<file path="src/rtl/mem_port_arbiter_pkg.sv">
// Shared types and defaults for the unified-memory port arbiter.
package mem_port_arbiter_pkg;

   // Originator of an in-flight read; ARB_NONE marks an empty tag slot.
   typedef enum logic [1:0] {
      ARB_NONE = 2'd0,
      ARB_DBG  = 2'd1,
      ARB_DM   = 2'd2,
      ARB_IF   = 2'd3
   } arb_id_t;

   localparam int MEM_LATENCY_DEFAULT  = 1;
   localparam int STARVE_LIMIT_DEFAULT = 4;

   // One slot of the read-tag pipeline.
   typedef struct packed {
      logic    valid;
      arb_id_t id;
   } arb_tag_t;

   // Builds a tag; an invalid tag always carries ARB_NONE so idle slots stay clean.
   function automatic arb_tag_t make_tag(input logic valid, input arb_id_t id);
      arb_tag_t t;
      t.valid = valid;
      t.id    = valid ? id : ARB_NONE;
      return t;
   endfunction

endpackage

</file>
<file path="src/rtl/mem_port_arbiter_tag_pipe.sv">
// Fixed-depth shift register of read tags. A tag written at the input
// appears at the output exactly DEPTH cycles later, matching the memory
// read latency, so the output names the owner of the current mem_rdata.
module arb_tag_pipe
   import mem_port_arbiter_pkg::*;
#(
   parameter int DEPTH = MEM_LATENCY_DEFAULT
) (
   input  logic       clk,
   input  logic       clr_n,
   input  logic       in_valid,
   input  logic [1:0] in_id,
   output logic       out_valid,
   output logic [1:0] out_id
);

   arb_tag_t [DEPTH-1:0] stage_q;
   arb_tag_t [DEPTH-1:0] stage_d;

   // New tag enters slot 0, every other slot takes its predecessor.
   always_comb begin
      stage_d[0] = make_tag(in_valid, arb_id_t'(in_id));
      for (int i = 1; i < DEPTH; i++) begin
         stage_d[i] = stage_q[i-1];
      end
   end

   // Asynchronous clear drops every in-flight read so none is ever reported.
   always_ff @(posedge clk or negedge clr_n) begin
      if (!clr_n) begin
         stage_q <= '0;
      end else begin
         stage_q <= stage_d;
      end
   end

   assign out_valid = stage_q[DEPTH-1].valid;
   assign out_id    = stage_q[DEPTH-1].id;

endmodule

</file>
<file path="src/rtl/mem_port_arbiter.sv">
// Three-way arbiter in front of one single-ported unified memory.
// Priority DBG > DM > IF, with IF promoted above DM after a bounded run of
// denials. Read responses are steered back to their originator through a
// tag pipeline whose depth equals the memory read latency.
module mem_port_arbiter
   import mem_port_arbiter_pkg::*;
#(
   parameter int ADDR_WIDTH   = 32,
   parameter int DATA_WIDTH   = 32,
   parameter int MEM_LATENCY  = MEM_LATENCY_DEFAULT,
   parameter int STARVE_LIMIT = STARVE_LIMIT_DEFAULT,
   parameter int CNT_WIDTH    = 32
) (
   input  logic                    clk,
   input  logic                    reset,

   input  logic                    dbg_req,
   input  logic                    dbg_we,
   input  logic [ADDR_WIDTH-1:0]   dbg_addr,
   input  logic [DATA_WIDTH-1:0]   dbg_wdata,
   output logic                    dbg_gnt,
   output logic                    dbg_rvalid,
   output logic [DATA_WIDTH-1:0]   dbg_rdata,

   input  logic                    dm_req,
   input  logic                    dm_we,
   input  logic [DATA_WIDTH/8-1:0] dm_be,
   input  logic [ADDR_WIDTH-1:0]   dm_addr,
   input  logic [DATA_WIDTH-1:0]   dm_wdata,
   output logic                    dm_gnt,
   output logic                    dm_rvalid,
   output logic [DATA_WIDTH-1:0]   dm_rdata,

   input  logic                    if_req,
   input  logic [ADDR_WIDTH-1:0]   if_addr,
   output logic                    if_gnt,
   output logic                    if_rvalid,
   output logic [DATA_WIDTH-1:0]   if_rdata,

   output logic                    mem_req,
   output logic                    mem_we,
   output logic [DATA_WIDTH/8-1:0] mem_be,
   output logic [ADDR_WIDTH-1:0]   mem_addr,
   output logic [DATA_WIDTH-1:0]   mem_wdata,
   input  logic [DATA_WIDTH-1:0]   mem_rdata,

   output logic [CNT_WIDTH-1:0]    arb_conflicts
);

   localparam int BE_W  = DATA_WIDTH / 8;
   // Counter only needs to reach STARVE_LIMIT; keep at least one bit when disabled.
   localparam int STV_W = (STARVE_LIMIT < 1) ? 1 : $clog2(STARVE_LIMIT + 1);
   localparam logic [STV_W-1:0] STV_MAX = STV_W'(STARVE_LIMIT);

   arb_id_t              winner;
   logic                 promote;
   logic                 multi_req;
   logic                 tag_in_valid;
   logic                 tag_out_valid;
   logic [1:0]           tag_out_id;

   logic [STV_W-1:0]     starve_q;
   logic [STV_W-1:0]     starve_d;
   logic [CNT_WIDTH-1:0] conflicts_q;
   logic [CNT_WIDTH-1:0] conflicts_d;

   // IF jumps ahead of DM only once it has been denied STARVE_LIMIT cycles in a row.
   assign promote   = (STARVE_LIMIT != 0) && (starve_q == STV_MAX);
   assign multi_req = (dbg_req & dm_req) | (dbg_req & if_req) | (dm_req & if_req);

   // Pick this cycle's single winner from the live requests.
   always_comb begin
      winner = ARB_NONE;
      if (dbg_req) begin
         winner = ARB_DBG;
      end else if (dm_req && !(if_req && promote)) begin
         winner = ARB_DM;
      end else if (if_req) begin
         winner = ARB_IF;
      end
   end

   assign dbg_gnt = (winner == ARB_DBG);
   assign dm_gnt  = (winner == ARB_DM);
   assign if_gnt  = (winner == ARB_IF);
   assign mem_req = dbg_req | dm_req | if_req;

   // Steer the winner's payload to the memory; idle cycles drive all zeros.
   always_comb begin
      mem_we       = 1'b0;
      mem_be       = '0;
      mem_addr     = '0;
      mem_wdata    = '0;
      tag_in_valid = 1'b0;
      case (winner)
         ARB_DBG: begin
            mem_we       = dbg_we;
            mem_be       = {BE_W{1'b1}};
            mem_addr     = dbg_addr;
            mem_wdata    = dbg_wdata;
            tag_in_valid = !dbg_we;
         end
         ARB_DM: begin
            mem_we       = dm_we;
            mem_be       = dm_be;
            mem_addr     = dm_addr;
            mem_wdata    = dm_wdata;
            tag_in_valid = !dm_we;
         end
         ARB_IF: begin
            mem_we       = 1'b0;
            mem_be       = {BE_W{1'b1}};
            mem_addr     = if_addr;
            tag_in_valid = 1'b1;
         end
         default: begin
         end
      endcase
   end

   // Count consecutive denied IF cycles, saturating at the limit.
   always_comb begin
      starve_d = starve_q;
      if (!if_req || if_gnt) begin
         starve_d = '0;
      end else if (starve_q != STV_MAX) begin
         starve_d = starve_q + STV_W'(1);
      end
   end

   // Cycles with more than one requester; free-running and wrapping.
   always_comb begin
      conflicts_d = conflicts_q;
      if (multi_req) begin
         conflicts_d = conflicts_q + CNT_WIDTH'(1);
      end
   end

   // Arbitration state registers.
   always_ff @(posedge clk or negedge reset) begin
      if (!reset) begin
         starve_q    <= '0;
         conflicts_q <= '0;
      end else begin
         starve_q    <= starve_d;
         conflicts_q <= conflicts_d;
      end
   end

   assign arb_conflicts = conflicts_q;

   arb_tag_pipe #(
      .DEPTH (MEM_LATENCY)
   ) u_tag_pipe (
      .clk       (clk),
      .clr_n     (reset),
      .in_valid  (tag_in_valid),
      .in_id     (winner),
      .out_valid (tag_out_valid),
      .out_id    (tag_out_id)
   );

   // The exiting tag names the owner of mem_rdata; everyone else sees zero.
   assign dbg_rvalid = tag_out_valid && (tag_out_id == ARB_DBG);
   assign dm_rvalid  = tag_out_valid && (tag_out_id == ARB_DM);
   assign if_rvalid  = tag_out_valid && (tag_out_id == ARB_IF);

   assign dbg_rdata  = dbg_rvalid ? mem_rdata : '0;
   assign dm_rdata   = dm_rvalid  ? mem_rdata : '0;
   assign if_rdata   = if_rvalid  ? mem_rdata : '0;

endmodule

</file>
<file path="config.mk">
export PLATFORM = sky130hd
export DESIGN_NAME = mem_port_arbiter
export DESIGN_NICKNAME = d
export VERILOG_FILES = /design/src/rtl/mem_port_arbiter_pkg.sv /design/src/rtl/mem_port_arbiter_tag_pipe.sv /design/src/rtl/mem_port_arbiter.sv
export SDC_FILE = /design/constraint.sdc
export NUM_CORES = 1
export LEC_CHECK = 0
export ABC_AREA = 1
export ABC_CLOCK_PERIOD_IN_PS = 9340
export CAP_MARGIN = 20
export CORE_AREA = 2 2 159 161
export DETAILED_ROUTE_END_ITERATION = 16
export DIE_AREA = 0 0 161 163
export PLACE_DENSITY_LB_ADDON = 0.3
export REMOVE_ABC_BUFFERS = 1
export SETUP_SLACK_MARGIN = 0.15
export SKIP_CTS_REPAIR_TIMING = 1
export SYNTH_ARGS = -nofsm -noshare
export SYNTH_HDL_FRONTEND = slang
export SYNTH_SLANG_ARGS = --single-unit
</file>
<file path="constraint.sdc">
create_clock -name clk -period 9.34 [get_ports clk]
set_clock_uncertainty 0.15 [all_clocks]
set_input_delay 2.802 -clock clk [delete_from_list [all_inputs] [get_ports clk]]
set_output_delay 2.802 -clock clk [all_outputs]
set_load 0.02 [all_outputs]
</file>
==> flow_summary_export.csv, run 1 <==
group,metric,value,unit
synth,syn_inst,768,
finish,final_nets,1363,
power,vdd_drop_max,0.0000756,V
hold_path,hold_class,"reg2reg",
floorplanning,core_area,24700,um^2
outcome,outcome,"complete, no violations",
routing,dr.pass1.iters,4,
grt,grt_pass1_wl,33.2,mm
routing,vias,5945,
floorplanning,num_io_pins,407,
synth,synth_compound_area_frac,0.0497,
finish,final_common_cell,"clkdlybuf4s50_1",
synth,synth_adder_area_share,0.0217,
timing,timing_hold_violations_final,0,
synth,ys_seq_area_frac,0.236,
timing,fmax,118,MHz
worst_setup_path,end_kind,"primary output",
clock_tree,clkSinkCount,38,
timing,slew_violations,0,
routing,wl_per_cell,14.8,um
synth,synth_top_family_by_area,"simple AND/OR/NAND/NOR gates",
timing,final.min_clock_period,8500,ps
timing,whs,336,ps
grt,grtUsageTotal,0.160,
timing,setup_viol,0,
placed_design,numPortBuffers,406,
floorplanning,initial_core_util,0.163,
floorplanning,die_w,161,um
power,power_per_cell_area,89.4,nW/um^2
synth,synth_cell_types,23,
synth,yosys.area_share.simple,0.516,
floorplanning,dieHeight,163,um
placed_design,postPlaceCellArea,8420,um^2
synth,ys_warn_count,0,
synth,synthMuxAreaShare,0,
clock_tree,ctsHtreeMaxLevel,2,
routing,drt_iter0_drc,282,
grt,grt_max_degree,66,
routing,ant_nets,0,
grt,grt_remaining_overflow,0,
worst_setup_path,critPathArrivalTime,5550,ps
routing,drc_errors,0,
timing,rsz0062_at_grt,"false",
clock_tree,clk_pin_slew,60,ps
worst_setup_path,crit_fanout,33,
power,p_leak,3.90,nW
placed_design,gp_congestion,0.926,
floorplanning,die_area,26200,um^2
timing,fin_crit_sh,0.910,
finish,area_growth,113,%
job,cap_violations,0,
floorplanning,rows,58,
worst_setup_path,worst_ep_required_time,6390,ps
synth,netlist_area,4030,um^2
grt,antenna_found_initial,3,
finish,final.fill_count,2708,
clock_tree,cts_tree,"done",
finish,drive_above_1_share,0.0225,
placed_design,hpwl,18.6,mm
routing,vias_per_cell,4.00,
grt,grt_pass1_vias,5879,
timing,slew_headroom,0.296,
worst_setup_path,startpoint_type,"primary input",
finish,stdcell_area,8600,um^2
worst_setup_path,worst-setup-path-type,"in2out",
synth,synth-xor-area-share,0.0348,
clock_tree,clockBufferDepth,2,
synth,synth_seq_cells,38,
synth,avgSynthCellArea,5.25,um^2
clock_tree,clockRootBuffer,"clkbuf_16",
clock_tree,cts_made_buffers,5,
routing,drt-total-wl,22.0,mm
finish,final_cell_mix,"clkdlybuf4s50_1, nand2_1, nor2_1, inv_1, nand3_1",
timing,fin_tns_setup,0,ps
timing,worst_pin_slew,1060,ps
clock_tree,clk_latency,280,ps
sequential cells by signal (all words and copies together) (netlist names):
register and cells:
starve_q 3, u_tag_pipe.out_valid 1, u_tag_pipe.out_id 2, arb_conflicts 32
synth_stat cells:
| library cell | instances | area, um^2 |
|---|---|---|
| nand2_1 | 305 | 1140 |
| nor2_1 | 134 | 503 |
| inv_1 | 115 | 432 |
| nand3_1 | 51 | 255 |
| dfrtp_1 | 38 | 951 |
| a21oi_1 | 33 | 165 |
| clkbuf_1 | 24 | 90.1 |
| nor3_1 | 10 | 50.1 |
| xnor2_1 | 9 | 78.8 |
| buf_1 | 7 | 26.3 |
| ha_1 | 7 | 87.6 |
| xor2_1 | 7 | 61.3 |
| nand3b_1 | 5 | 37.5 |
| nand4_1 | 4 | 25.0 |
| o21ai_0 | 4 | 20.0 |
| buf_2 | 3 | 15.0 |
| nand2_2 | 3 | 18.8 |
| nor2_4 | 3 | 33.8 |
| inv_2 | 2 | 7.51 |
| a21oi_2 | 1 | 8.76 |
| a31oi_1 | 1 | 6.26 |
| and3_1 | 1 | 6.26 |
| nor2_2 | 1 | 6.26 |
logic make-up after synthesis:
| group | count (synthesis) |
|---|---|
| compound gates | 39 |
| fa+ha+maj | 7 |
| buf+inv | 151 |
| flops | 38 |
| xor+xnor | 16 |
| simple gates | 517 |
metrics by stage:
step | utilization | std cells | worst slack (ps) | total power (W)
2_1_floorplan | - | 734 | 1370 | 0.000368
3_3_place_gp | 0.341 | 1475 | 782 | 0.000604
3_5_place_dp | 0.341 | 1475 | 751 | 0.000606
4_1_cts | 0.347 | 1483 | 731 | 0.000779
5_1_grt | 0.348 | 1486 | 652 | 0.000818
6_report | 0.348 | 1486 | 839 | 0.000769
worst max-delay path, stage by stage:
cell and delay (ps):
clkdlybuf4s50_1 520, nor2_1 90, nor2_1 210, inv_1 120
ha_1 280, inv_1 750, a21oi_1 130, clkdlybuf4s50_1 630
layer usage:
metal,GRT usage,vias up,share of wire
met5,0,-,0.00059
met4,0.0337,2,0.018
met3,0.0458,27,0.082
met2,0.298,221,0.51
met1,0.182,2634,0.39
li1,-,3061,-
final cells by class:
class	instances	area, um^2	share of cell area
sequential	38	951	0.111
tap	330	413	0.0480
clock inverter	1	5.00	0.000582
clock buffer	7	143	0.0166
antenna	2	5.00	0.000582
inverter	117	439	0.0511
timing repair buffer	412	4130	0.481
multi-input combinational	579	2510	0.292
where the power goes:
group          switching (W)  internal [W]
Sequential         0.0000234      0.000182
Combinational       0.000196      0.000198
Clock              0.0000628      0.000106
final timing paths:
path                              from  slack (ps)                    to  depth (start not counted)
setup / recovery                if_req         840         mem_wdata[13]                          8
hold / removal             starve_q[2]         340           starve_q[2]                          1
setup reg to reg           starve_q[0]        6540  u_tag_pipe.out_id[1]                         13
hold reg to reg            starve_q[2]         340           starve_q[2]                          1
max in group asynchronous        reset        5970      arb_conflicts[4]                          1
min in group asynchronous        reset        2500     arb_conflicts[23]                          1
(Power assumes the default switching activity.)
==> run 2, diff against run 1 <==
--- a/config.mk
+++ b/config.mk
@@ -9,6 +9,7 @@
 export ABC_CLOCK_PERIOD_IN_PS = 9340
 export CAP_MARGIN = 20
 export CORE_AREA = 2 2 159 161
+export CTS_CLUSTER_SIZE = 10
 export DETAILED_ROUTE_END_ITERATION = 16
 export DIE_AREA = 0 0 161 163
 export PLACE_DENSITY_LB_ADDON = 0.3
==> results of run 2 <==
The final DEF is identical to that of run 1; final timing and power are the same.
